$ cat config.mk
export PLATFORM = sky130hd
export DESIGN_NAME = bp_cce_alu_arbiter
export DESIGN_NICKNAME = d
export VERILOG_FILES = /design/src/rtl/bp_cce_alu_arbiter.sv
export SDC_FILE = /design/constraint.sdc
export NUM_CORES = 1
export LEC_CHECK = 0
export CORE_MARGIN = 2
export CORE_UTILIZATION = 48
export DETAILED_ROUTE_END_ITERATION = 8
export GPL_ROUTABILITY_DRIVEN = 0
export PLACE_DENSITY = 0.89
export SKIP_LAST_GASP = 1
export SYNTH_ARGS = -nofsm -noshare
export SYNTH_HDL_FRONTEND = slang
export SYNTH_SLANG_ARGS = --single-unit
$ cat constraint.sdc
create_clock -name clk_i -period 4.5 [get_ports clk_i]
set_input_delay 1.125 -clock clk_i [delete_from_list [all_inputs] [get_ports clk_i]]
set_output_delay 1.125 -clock clk_i [all_outputs]
set_load 0.1 [all_outputs]
$ cat src/rtl/bp_cce_alu_arbiter.sv
// Round-robin arbiter sharing one CCE ALU among several requesters; the winner's
// result is held in a one-entry output register tagged with its requester ID.

package bp_cce_pkg;

  typedef enum logic [3:0] {
    e_alu_add = 4'd0,
    e_alu_sub = 4'd1,
    e_alu_lsh = 4'd2,
    e_alu_rsh = 4'd3,
    e_alu_and = 4'd4,
    e_alu_or  = 4'd5,
    e_alu_xor = 4'd6,
    e_alu_neg = 4'd7,
    e_alu_inc = 4'd8,
    e_alu_dec = 4'd9
  } bp_cce_inst_minor_alu_op_e;

endpackage

module bp_cce_alu
  import bp_cce_pkg::*;
#(
  parameter int width_p = 8
) (
  input  logic [width_p-1:0]         opd_a_i,
  input  logic [width_p-1:0]         opd_b_i,
  input  bp_cce_inst_minor_alu_op_e  alu_op_i,
  output logic [width_p-1:0]         res_o
);

  localparam logic [width_p-1:0] width_lp = width_p'(width_p);

  logic shift_oob_s;
  assign shift_oob_s = (opd_b_i >= width_lp);

  // Combinational ALU; shifts use the whole B operand and saturate to zero.
  always_comb begin
    res_o = '0;
    case (alu_op_i)
      e_alu_add: res_o = opd_a_i + opd_b_i;
      e_alu_sub: res_o = opd_a_i - opd_b_i;
      e_alu_lsh: begin
        if (shift_oob_s) res_o = '0;
        else             res_o = opd_a_i << opd_b_i;
      end
      e_alu_rsh: begin
        if (shift_oob_s) res_o = '0;
        else             res_o = opd_a_i >> opd_b_i;
      end
      e_alu_and: res_o = opd_a_i & opd_b_i;
      e_alu_or:  res_o = opd_a_i | opd_b_i;
      e_alu_xor: res_o = opd_a_i ^ opd_b_i;
      e_alu_neg: res_o = ~opd_a_i;
      e_alu_inc: res_o = opd_a_i + width_p'(1);
      e_alu_dec: res_o = opd_a_i - width_p'(1);
      default:   res_o = '0;
    endcase
  end

endmodule

module bp_cce_alu_arbiter_checker #(
  parameter int num_req_p = 2
) (
  input logic                 clk_i,
  input logic                 reset_i,
  input logic                 v_i,
  input logic                 yumi_i,
  input logic [num_req_p-1:0] req_yumi_i
);

  yumi_only_when_valid: assert property (@(posedge clk_i) disable iff (reset_i) yumi_i |-> v_i);
  grant_onehot0:        assert property (@(posedge clk_i) $onehot0(req_yumi_i));
  no_grant_on_stall:    assert property (@(posedge clk_i) (v_i && !yumi_i) |-> (req_yumi_i == '0));
  no_grant_in_reset:    assert property (@(posedge clk_i) reset_i |-> (req_yumi_i == '0));

endmodule

module bp_cce_alu_arbiter
  import bp_cce_pkg::*;
#(
  parameter  int width_p       = 8,
  parameter  int num_req_p     = 2,
  localparam int lg_num_req_lp = $clog2(num_req_p)
) (
  input  logic                                   clk_i,
  input  logic                                   reset_i,
  input  logic [num_req_p-1:0]                   req_v_i,
  input  logic [num_req_p-1:0][width_p-1:0]      req_opd_a_i,
  input  logic [num_req_p-1:0][width_p-1:0]      req_opd_b_i,
  input  bp_cce_inst_minor_alu_op_e [num_req_p-1:0] req_alu_op_i,
  output logic [num_req_p-1:0]                   req_yumi_o,
  output logic                                   v_o,
  output logic [width_p-1:0]                     res_o,
  output logic [lg_num_req_lp-1:0]               res_id_o,
  input  logic                                   yumi_i
);

  localparam logic [lg_num_req_lp:0]   num_req_lp  = (lg_num_req_lp+1)'(num_req_p);
  localparam logic [lg_num_req_lp-1:0] last_rst_lp = lg_num_req_lp'(num_req_p - 1);

  logic [lg_num_req_lp-1:0] last_q, last_d;
  logic                     v_q, v_d;
  logic [width_p-1:0]       res_q, res_d;
  logic [lg_num_req_lp-1:0] id_q, id_d;

  logic [lg_num_req_lp-1:0] win_s;
  logic [lg_num_req_lp:0]   cand_s;
  logic                     found_s;
  logic                     can_issue_s;
  logic                     grant_s;
  logic [width_p-1:0]       alu_res_s;

  // Round-robin search starting just after the last winner, wrapping modulo num_req_p.
  always_comb begin
    win_s   = '0;
    found_s = 1'b0;
    cand_s  = '0;
    for (int i = 1; i <= num_req_p; i++) begin
      cand_s = {1'b0, last_q} + (lg_num_req_lp+1)'(i);
      if (cand_s >= num_req_lp) cand_s = cand_s - num_req_lp;
      else                      cand_s = cand_s;
      if (!found_s && req_v_i[cand_s[lg_num_req_lp-1:0]]) begin
        win_s   = cand_s[lg_num_req_lp-1:0];
        found_s = 1'b1;
      end else begin
        found_s = found_s;
      end
    end
  end

  assign can_issue_s = ~v_q | yumi_i;
  assign grant_s     = can_issue_s & found_s & ~reset_i;

  // One-hot grant to the winner; the request is consumed this cycle.
  always_comb begin
    req_yumi_o = '0;
    if (grant_s) req_yumi_o[win_s] = 1'b1;
    else         req_yumi_o = '0;
  end

  bp_cce_alu #(
    .width_p (width_p)
  ) alu (
    .opd_a_i  (req_opd_a_i[win_s]),
    .opd_b_i  (req_opd_b_i[win_s]),
    .alu_op_i (req_alu_op_i[win_s]),
    .res_o    (alu_res_s)
  );

  // Output register: a grant loads a fresh result even while the old one drains.
  always_comb begin
    v_d    = v_q;
    res_d  = res_q;
    id_d   = id_q;
    last_d = last_q;
    if (grant_s) begin
      v_d    = 1'b1;
      res_d  = alu_res_s;
      id_d   = win_s;
      last_d = win_s;
    end else if (yumi_i) begin
      v_d = 1'b0;
    end else begin
      v_d = v_q;
    end
  end

  // State registers with synchronous reset.
  always_ff @(posedge clk_i) begin
    if (reset_i) begin
      v_q    <= 1'b0;
      res_q  <= '0;
      id_q   <= '0;
      last_q <= last_rst_lp;
    end else begin
      v_q    <= v_d;
      res_q  <= res_d;
      id_q   <= id_d;
      last_q <= last_d;
    end
  end

  assign v_o      = v_q;
  assign res_o    = res_q;
  assign res_id_o = id_q;

  bp_cce_alu_arbiter_checker #(
    .num_req_p (num_req_p)
  ) checker_inst (
    .clk_i      (clk_i),
    .reset_i    (reset_i),
    .v_i        (v_q),
    .yumi_i     (yumi_i),
    .req_yumi_i (req_yumi_o)
  );

endmodule

==> out/results.txt, run 1 <==
status: finished clean
number of flops mapped to enable cells by yosys: 0
port bufs: 56
most common cell after layout, fill and taps aside: clkdlybuf4s50_1
post-synth cell types: 69
CORE AREA: 5507 µm²
Final Max Slew Viols: 0
DR WL/cell: 19.95 µm
Achievable Freq: 0.2288 GHz
Area Overhead vs Synth: 33.23%
CP cell instances: clkdlybuf4s50_1 > a21boi_2 > mux2_2 > inv_1 > ha_1 > nand2b_1 > or3_4 > xnor2_1 > a211oi_1 > ha_1 > or3_1 > o21ai_0 > a21oi_1 > xnor3_1 > o22ai_1
Crit-path slowest cell: clkdlybuf4s50_1
sequential-to-total area share from yosys stat: 8.088%
vias in the first global route: 3,387
Syn Inst Count: 367
first-pass GRT wire length: 16.15 mm
Final Skew: 0.003391 ns
commonest cells after routing, fill and taps aside: clkdlybuf4s50_1 (54), nand2_1 (42), buf_4 (36)
startpoint types: input port
P_leak: 0.001490 µW
Clock Sinks: 11
dpl cell area: 3548 µm²
DRC: 0
DRT antenna net count: 0
Synth warnings: 0
Mean Syn Cell Area: 7.419 µm²
deepest clock path buffer count: 2
asr flop ratio synth: 0%
diodes inserted: 0
Final period util: 97.13%
Non-Filler Instances: 520
Rows: 27
Final Hold Slack: 0.4518 ns
Min-Delay Path Class: reg2reg
mapped cell area: 2723 µm²
Die Ht: 79.32 µm
Chip Width: 79.32 µm
CP peak stage delay: 0.49 ns
initial antenna violation count: 0
fin util: 65.87%
first-pass iteration count of the detailed router: 8
IO Pins: 57
DPL Wire Length: 8.058 mm
unrepaired setup endpoints after global routing: no
pin count of the biggest net entering global routing: 25
post-layout total power: 721.3 µW
ys flop type: dfxtp_1
Initial Util: 49.44%
post-synth net total: 437
Slew HR: 34.46%
CTS Hold Buffers Added: 0
grt ovf: 0
Worst-Skew Late Latency: 0.24 ns
Yosys reg bits: 11
Clock Pin Slew Worst Setup and Hold Paths: 0.05 ns
DR vias: 3,530
CP endpoint kind: register
Max FO, Critical Path: 3
Most common cell on crit path: ha_1
H-Tree Depth: 1
Total GRT Usage: 32.56%
final period demand of the worst path: 4.371 ns
arrival time worst endpoint: 4.54 ns
initial DRC count: 605
Final setup viols: 0
Worst Tran Pin Value: 0.9801 ns
layout cells sized above 1: 15.40%
layout net count: 519
TritonCTS clock tree: yes
DR vias/cell: 6.788
Post-Place Cells: 514
number of buffers created by CTS: 3
critical path type: in2reg
Max Cap Viol: 0
CTS Root Cell: clkbuf_8
critical path required time: 4.66 ns
Die Area: 6291 µm²
fin area: 3627 µm²
power per cell area: 198.9 nW/µm²
final WL: 10.37 mm
endpoints failing hold: 0
worst vdd ir: 0.1184 mV
cell usage after synthesis (5+ instances only):
| cell type | count | area share, % |
|---|---|---|
| xnor2_1 | 6 | 1.9 |
| o211ai_1 | 5 | 1.4 |
| nor2_1 | 30 | 4.1 |
| a22oi_1 | 9 | 2.5 |
| nand2b_1 | 12 | 2.8 |
| inv_1 | 21 | 2.9 |
| a21oi_1 | 27 | 5.0 |
| a31oi_1 | 7 | 1.6 |
| nor3_1 | 11 | 2.0 |
| buf_2 | 5 | 0.92 |
| nor4_1 | 5 | 1.1 |
| nand2_1 | 42 | 5.8 |
| ha_1 | 24 | 11 |
| nand3_1 | 5 | 0.92 |
| a211oi_1 | 12 | 3.3 |
| a221oi_1 | 7 | 2.3 |
| mux2i_2 | 5 | 2.5 |
| mux2i_1 | 14 | 5.1 |
| o21ai_0 | 15 | 2.8 |
| dfxtp_1 | 11 | 8.1 |
registers in the layout, indices dropped and copies added, names as in the netlist:
name / count
res_o: 8
res_id_o: 1
last_q: 1
v_o: 1
critical path: cells and delay by family:
family          cells  cell delay [ns]
buf+inv             2             0.60
mux                 1             0.36
compound gates      5             0.96
fa+ha+maj           2             0.45
simple gates        3             0.57
xor+xnor            2             0.47
report_power, final:
group	switching [µW]	internal, µW	leakage (µW)
Clock	40.3	62.5	0.0000228
Sequential	6.16	105	0.0000900
Combinational	296	211	0.00138
Total	343	379	0.00149
cell type report:
cell class | instances | area (µm²)
clock buffers | 4 | 45.04
fillers | 426 | 1879
inverters | 23 | 86.33
multi-input cells | 317 | 2315
flip-flops and latches | 11 | 220.2
well taps | 72 | 90.09
repair buffers | 93 | 870.8
cell families after synthesis:
family / synth area share [%]
flops: 8.088
mux: 12.64
compound gates: 33.64
fa+ha+maj: 11.76
buf+inv: 7.123
simple gates: 23.35
xor+xnor: 3.401
routing by layer:
layer  global-route usage, %  share of wire, %  up-vias
met5                       0                 0        -
met4                   18.79               7.2        0
met3                   7.727                11       97
met2                   53.22                43      289
met1                   38.82                38     1585
li1                        -                 -     1559
through the flow:
step | TNS, ns | setup slack [ns]
final | 0 | 0.1289
after global routing | 0 | 0.02010
after CTS | 0 | 0.07867
after detailed placement | -0.2440 | -0.1704
after global placement | 0 | 0.02398
after floorplan | 0 | 0.2498
final timing paths:
path | start | endpoint | slack (ns) | cells past startpoint
max | req_v_i[1] | res_o[7] | 0.13 | 15
min | res_id_o | res_id_o | 0.45 | 1
max reg2reg | last_q | res_o[7] | 1.19 | 14
min reg2reg | res_id_o | res_id_o | 0.45 | 1
timing repair:
item,CTS,global route
setup endpoints to repair,0,2
setup buffers,0,2
gates resized for setup,0,2
Power figures use the tool's default switching activity.
==> run 2: changes to the inputs <==
Settings changed: CTS_CLUSTER_DIAMETER set to 200, SLEW_MARGIN set to 20.
==> results of run 2 <==
The final DEF is identical to that of run 1; final timing and power are the same.
==> run 3: changes to the inputs <==
Settings changed: TNS_END_PERCENT set to 5.
==> results of run 3 <==
The final DEF is identical to that of run 1; final timing and power are the same.
